## src/rtl/call_stack_pkg.sv

```systemverilog
// Shared constants for the return-address call stack.
package call_stack_pkg;

  // Program counter width; one stored return address is this wide.
  localparam int PC_WIDTH    = 10;
  // Number of nested calls the stack can hold.
  localparam int STACK_DEPTH = 8;

  // Width of an occupancy count that must represent 0..depth inclusive.
  function automatic int count_width(input int depth);
    return $clog2(depth) + 1;
  endfunction

endpackage

```

## src/rtl/call_stack_if.sv

```systemverilog
// Bus between the datapath and the call stack.
//
// push/pop are single-cycle requests sampled on every rising clock edge;
// there is no ready/back-pressure. The stack always accepts the request and
// reports a refused push (full) through ovf and a refused pop (empty)
// through unf. push together with pop replaces the top entry. q is the
// current top entry and is valid in the same cycle as a pop.
interface call_stack_if
  import call_stack_pkg::*;
#(
  parameter int WIDTH = PC_WIDTH,
  parameter int DEPTH = STACK_DEPTH
);
  localparam int CW = count_width(DEPTH);

  logic             push;
  logic             pop;
  logic [WIDTH-1:0] d;
  logic [WIDTH-1:0] q;
  logic [CW-1:0]    count;
  logic             empty;
  logic             full;
  logic             ovf;
  logic             unf;

  modport master (
    output push, pop, d,
    input  q, count, empty, full, ovf, unf
  );

  modport slave (
    input  push, pop, d,
    output q, count, empty, full, ovf, unf
  );
endinterface

```

## src/rtl/call_stack_sp_counter.sv

```systemverilog
// Stack pointer: saturating up/down occupancy counter with full/empty.
module sp_counter
  import call_stack_pkg::*;
#(
  parameter int DEPTH = STACK_DEPTH,
  parameter int CW    = count_width(DEPTH)
) (
  input  logic          clk,
  input  logic          reset,
  input  logic          up_i,
  input  logic          down_i,
  output logic [CW-1:0] count_o,
  output logic          full_o,
  output logic          empty_o
);

  logic [CW-1:0] count_q;
  logic [CW-1:0] count_d;

  assign full_o  = (count_q == CW'(DEPTH));
  assign empty_o = (count_q == '0);
  assign count_o = count_q;

  // Next count: up and down together cancel; never passes DEPTH or 0.
  always_comb begin
    count_d = count_q;
    if (up_i && !down_i && !full_o) begin
      count_d = count_q + CW'(1);
    end else if (down_i && !up_i && !empty_o) begin
      count_d = count_q - CW'(1);
    end
  end

  // Occupancy register with synchronous reset.
  always_ff @(posedge clk) begin
    if (reset) begin
      count_q <= '0;
    end else begin
      count_q <= count_d;
    end
  end

endmodule

```

## src/rtl/call_stack.sv

```systemverilog
// Return-address stack: DEPTH x WIDTH registers addressed by the occupancy
// count, with sticky overflow/underflow flags.
module call_stack
  import call_stack_pkg::*;
#(
  parameter int WIDTH = PC_WIDTH,
  parameter int DEPTH = STACK_DEPTH
) (
  input logic         clk,
  input logic         reset,
  call_stack_if.slave cs
);

  localparam int CW = count_width(DEPTH);
  localparam int AW = $clog2(DEPTH);

  logic [WIDTH-1:0] mem_q [DEPTH];
  logic [CW-1:0]    count;
  logic             full;
  logic             empty;
  logic             ovf_q, ovf_d;
  logic             unf_q, unf_d;
  logic             up, down;
  logic             wr_en;
  logic [AW-1:0]    wr_idx;
  logic [AW-1:0]    top_idx;

  sp_counter #(.DEPTH(DEPTH), .CW(CW)) u_sp (
    .clk     (clk),
    .reset   (reset),
    .up_i    (up),
    .down_i  (down),
    .count_o (count),
    .full_o  (full),
    .empty_o (empty)
  );

  assign top_idx = AW'(count - CW'(1));

  // Decode push/pop into pointer moves, a memory write and flag updates.
  always_comb begin
    up     = 1'b0;
    down   = 1'b0;
    wr_en  = 1'b0;
    wr_idx = AW'(count);
    ovf_d  = ovf_q;
    unf_d  = unf_q;
    if (cs.push && cs.pop) begin
      wr_en = 1'b1;
      if (empty) begin
        // Nothing to return from: perform the call, flag the bad return.
        up    = 1'b1;
        unf_d = 1'b1;
      end else begin
        // Tail call: overwrite the top entry in place.
        wr_idx = top_idx;
      end
    end else if (cs.push) begin
      if (full) begin
        ovf_d = 1'b1;
      end else begin
        up    = 1'b1;
        wr_en = 1'b1;
      end
    end else if (cs.pop) begin
      if (empty) begin
        unf_d = 1'b1;
      end else begin
        down = 1'b1;
      end
    end
  end

  // Entry storage; not cleared by reset, entries above count are unreachable.
  always_ff @(posedge clk) begin
    if (!reset && wr_en) begin
      mem_q[wr_idx] <= cs.d;
    end
  end

  // Sticky error flags, cleared only by reset.
  always_ff @(posedge clk) begin
    if (reset) begin
      ovf_q <= 1'b0;
      unf_q <= 1'b0;
    end else begin
      ovf_q <= ovf_d;
      unf_q <= unf_d;
    end
  end

  assign cs.q     = empty ? '0 : mem_q[top_idx];
  assign cs.count = count;
  assign cs.empty = empty;
  assign cs.full  = full;
  assign cs.ovf   = ovf_q;
  assign cs.unf   = unf_q;

endmodule

```

## src/flat_wrapper.sv

```systemverilog
// flat-port wrapper written by rule: the top's interface ports become plain ports
module call_stack_flat import call_stack_pkg::*;
#(
  parameter int WIDTH = PC_WIDTH,
  parameter int DEPTH = STACK_DEPTH
)
  (clk, reset, cs_push, cs_pop, cs_d, cs_q, cs_count, cs_empty, cs_full, cs_ovf, cs_unf);
  call_stack_if #(.WIDTH(WIDTH), .DEPTH(DEPTH)) cs_i ();
  input logic clk;
  input logic reset;
  input wire logic [$bits(cs_i.push)-1:0] cs_push;
  input wire logic [$bits(cs_i.pop)-1:0] cs_pop;
  input wire logic [$bits(cs_i.d)-1:0] cs_d;
  output wire logic [$bits(cs_i.q)-1:0] cs_q;
  output wire logic [$bits(cs_i.count)-1:0] cs_count;
  output wire logic [$bits(cs_i.empty)-1:0] cs_empty;
  output wire logic [$bits(cs_i.full)-1:0] cs_full;
  output wire logic [$bits(cs_i.ovf)-1:0] cs_ovf;
  output wire logic [$bits(cs_i.unf)-1:0] cs_unf;
  assign cs_i.push = cs_push;
  assign cs_i.pop = cs_pop;
  assign cs_i.d = cs_d;
  assign cs_q = cs_i.q;
  assign cs_count = cs_i.count;
  assign cs_empty = cs_i.empty;
  assign cs_full = cs_i.full;
  assign cs_ovf = cs_i.ovf;
  assign cs_unf = cs_i.unf;
  call_stack #(.WIDTH(WIDTH), .DEPTH(DEPTH)) u_core (.clk(clk), .reset(reset), .cs(cs_i));
endmodule
```

## config.mk

```make
export PLATFORM = sky130hd
export DESIGN_NAME = call_stack_flat
export DESIGN_NICKNAME = d
export VERILOG_FILES = /design/src/rtl/call_stack_pkg.sv /design/src/rtl/call_stack_if.sv /design/src/rtl/call_stack_sp_counter.sv /design/src/rtl/call_stack.sv /design/src/flat_wrapper.sv
export SDC_FILE = /design/constraint.sdc
export NUM_CORES = 1
export LEC_CHECK = 0
export CORE_MARGIN = 1.5
export CORE_UTILIZATION = 45
export DETAILED_ROUTE_END_ITERATION = 10
export HOLD_SLACK_MARGIN = 0.03
export PLACE_DENSITY = 0.72
export SYNTH_ARGS = -nofsm -noshare
export SYNTH_HDL_FRONTEND = slang
export SYNTH_HIERARCHICAL = 1
export SYNTH_SLANG_ARGS = --single-unit
```

## constraint.sdc

```tcl
create_clock -name clk -period 3.4 [get_ports clk]
set_input_delay 0.51 -clock clk [delete_from_list [all_inputs] [get_ports clk]]
set_output_delay 0.51 -clock clk [all_outputs]
set_load 0.03 [all_outputs]
```

==> results of run 1 <==
metrics by stage:
step,area [sq um],hold slack (ps),instances,worst slack [ps]
after global placement,4300,450,388,263
after global routing,4500,497,404,95.5
after detailed placement,4300,459,388,175
final,4500,478,404,247
after floorplan,3810,579,251,84.9
after CTS,4500,481,404,76.5
worst paths after layout:
kind | start | endpoint | slack (ps)
worst min-delay path | u_core/cs.ovf$_SDFFE_PP0P_ | u_core/cs.ovf$_SDFFE_PP0P_ | 480
worst min register to register | u_core/cs.ovf$_SDFFE_PP0P_ | u_core/cs.ovf$_SDFFE_PP0P_ | 480
worst max-delay path | u_core/u_sp/count_o[1]$_SDFFE_PP0P_ | cs_q[2] | 250
worst max register to register | u_core/u_sp/count_o[2]$_SDFFE_PP0P_ | u_core/u_sp/count_o[3]$_SDFFE_PP0P_ | 360
per-layer routing:
layer / vias up / track usage (%) / wire, microns
met5: - / 0 / 0
met2: 59 / 30.8 / 3680
met3: 12 / 5.56 / 403
li1: 1070 / - / -
met1: 1117 / 21.9 / 3160
met4: 0 / 5.47 / 79
layout make-up:
cell class | instances | share of cell area (%)
Multi-Input combinational cell | 147 | 26.8
Clock buffer | 9 | 2.75
Clock inverter | 7 | 1.72
Timing Repair Buffer | 46 | 9.34
Sequential cell | 86 | 56.1
Inverter | 4 | 0.334
Tap cell | 105 | 2.92
sequential cells by signal (all words and copies together) (netlist names):
register	count
u_core/mem_q	80
u_core/u_sp/count_o	4
u_core/cs.unf	1
u_core/cs.ovf	1
worst max-delay path, stage by stage (launching register included):
cell and delay (ps):
dfxtp_2 460, inv_1 90, ha_1 240, xor2_1 160
buf_4 240, a31oi_1 200, and4_1 220, clkdlybuf4s50_1 680
cell families (layout without fill, tap and decap cells):
group                      count (synthesis)  after routing
muxes                                     43             43
and+or+nand+nor                           67             67
DFF                                       86             86
adders and majority gates                  4              4
xor gates and xnor gates                   8              8
buffers and inverters                     18             66
AOI/OAI and AO/OA                         25             25
cells in the mapped netlist (all sizes together) (2+ instances only):
master / instances
edfxtp: 80
mux2i: 42
nand3: 32
a31oi: 11
and4: 10
a2111oi: 8
buf: 8
nor2: 7
clkbuf: 6
dfxtp: 6
xnor2: 6
a21oi: 4
inv: 4
nand2: 4
ha: 3
nand2b: 3
or2b: 2
xor2: 2
power by group:
group	internal (uW)	leakage, uW	total [uW]	switching, uW
logic	661	0.000569	1670	1010
clock network	349	0.000103	718	369
registers	1270	0.000772	1330	62.7
total	2280	0.00144	3720	1440
==> results.yml, run 1 <==
status:
  status: "completed"
layout:
  final_util_pct: 55.1
  n_antenna_cell: 0
  fillerInstances: 660
  drive_above_1_share_pct: 16.1
  syn_to_final_growth_pct: 18.6
  final_common_cell: "edfxtp_1"
  multi_input_area_sq_um: 1210
  seqCellArea_sq_um: 2520
  finalNetCount: 312
  final_cell_mix: "edfxtp_1 (80), mux2i_1 (42), nand3_1 (31)"
floorplan:
  fp.dieH_microns: 94.8
  die_w_microns: 94.8
  core_area_sq_um: 8180
  dieArea_sq_um: 8990
  initial_utilization_pct: 46.4
  ios: 32
  core.rowCount: 33
timing:
  min_period_over_period_pct: 92.7
  slew_viol_final: 0
  rsz0062_at_grt: "false"
  tns_ps: 0
  worst_pin_slew_ps: 572
  finClkSkew_ps: 13.9
  max_freq_ghz: 0.317
  finalSetupViolCount: 0
  hold_viol: 0
  max-slew-margin-rel_pct: 60.8
  fin_crit_ps: 3150
yosys:
  ys_types: 35
  synth_top_family_by_area: "multiplexers"
  synth_fa_ha_area_share_pct: 1.52
  synth_ff_type: "edfxtp_1"
  synthXorXnorAreaFrac_pct: 1.85
  ys_ff_latch: 86
  synth_simple_gate_area_share_pct: 10.5
  synthCells: 251
  synth-edff-count: 80
  seq_area_frac_synth_pct: 66.5
  synth_area_sq_um: 3790
  synth.area.top_cells: "edfxtp_1 (63%), mux2i_1 (11%), nand3_1 (4.1%)"
  synthMuxAreaShare_pct: 11.7
  syn_nets: 269
  netlist.area_leader.share_pct: 63.3
  avgSynthCellArea_sq_um: 15.1
  synth_top_cell_by_area: "edfxtp_1"
  synth_compound_gate_area_share_pct: 5.51
  async_reset_ff_share_pct: 0
  ys_warn_count: 6
placed_design:
  gp_congestion: 0.862
  hpwl_mm: 4.55
  io_buffers: 31
routing:
  drt-initial-drc-count: 86
  drc: 0
  first_pass_iters: 5
  num_vias: 2258
  routed_wl_mm: 7.32
  wl_per_cell_microns: 18.1
  drtAntennaViolNets: 0
  vias_per_cell: 5.59
critical_path:
  reg2reg_depth: 11
  endpoint_kind: "output pin"
  cp_data_arrival_time_ps: 2640
  cp.required_ps: 2890
  startpoint_type: "flip-flop"
  crit_path_max_fanout: 20
  crit_type: "reg -> out"
power_and_ir_drop:
  vdd_drop_max_mv: 0.433
  total_power_uw: 3720
  power_density_nw_per_um2: 826
  leakage_uw: 0.00144
cts:
  cts_resized: 0
  tritoncts: "done"
  cts_buffers: 9
  clock_path_buffers: 2
  clkSinkCount: 86
  postCtsHoldBufs: 0
  clk_pin_slew_worst_paths_ps: 90
  clkLatencyLatePin_ps: 350
  htreeDepth: 3
  cts_root_buf: "clkbuf_8"
  postCtsSetupBuffers: 0
worst_hold_path:
  hp-class: "reg -> reg"
  hold_depth: 2
grt:
  grt_pass1_wl_mm: 11.7
  grt_pass1_vias: 2189
  grt_overflow: 0
  grt_max_degree: 35
  antenna_found_initial: 0
  grtUsageTotal_pct: 18.0
job:
  max_cap_violations: 0
Power figures use the tool's default switching activity.
==> run 2: changes to the inputs <==
Settings changed: CTS_CLUSTER_DIAMETER set to 30, GPL_TIMING_DRIVEN set to 1.
==> results of run 2 <==
No change in the layout: final DEF, timing and power equal those of run 1.
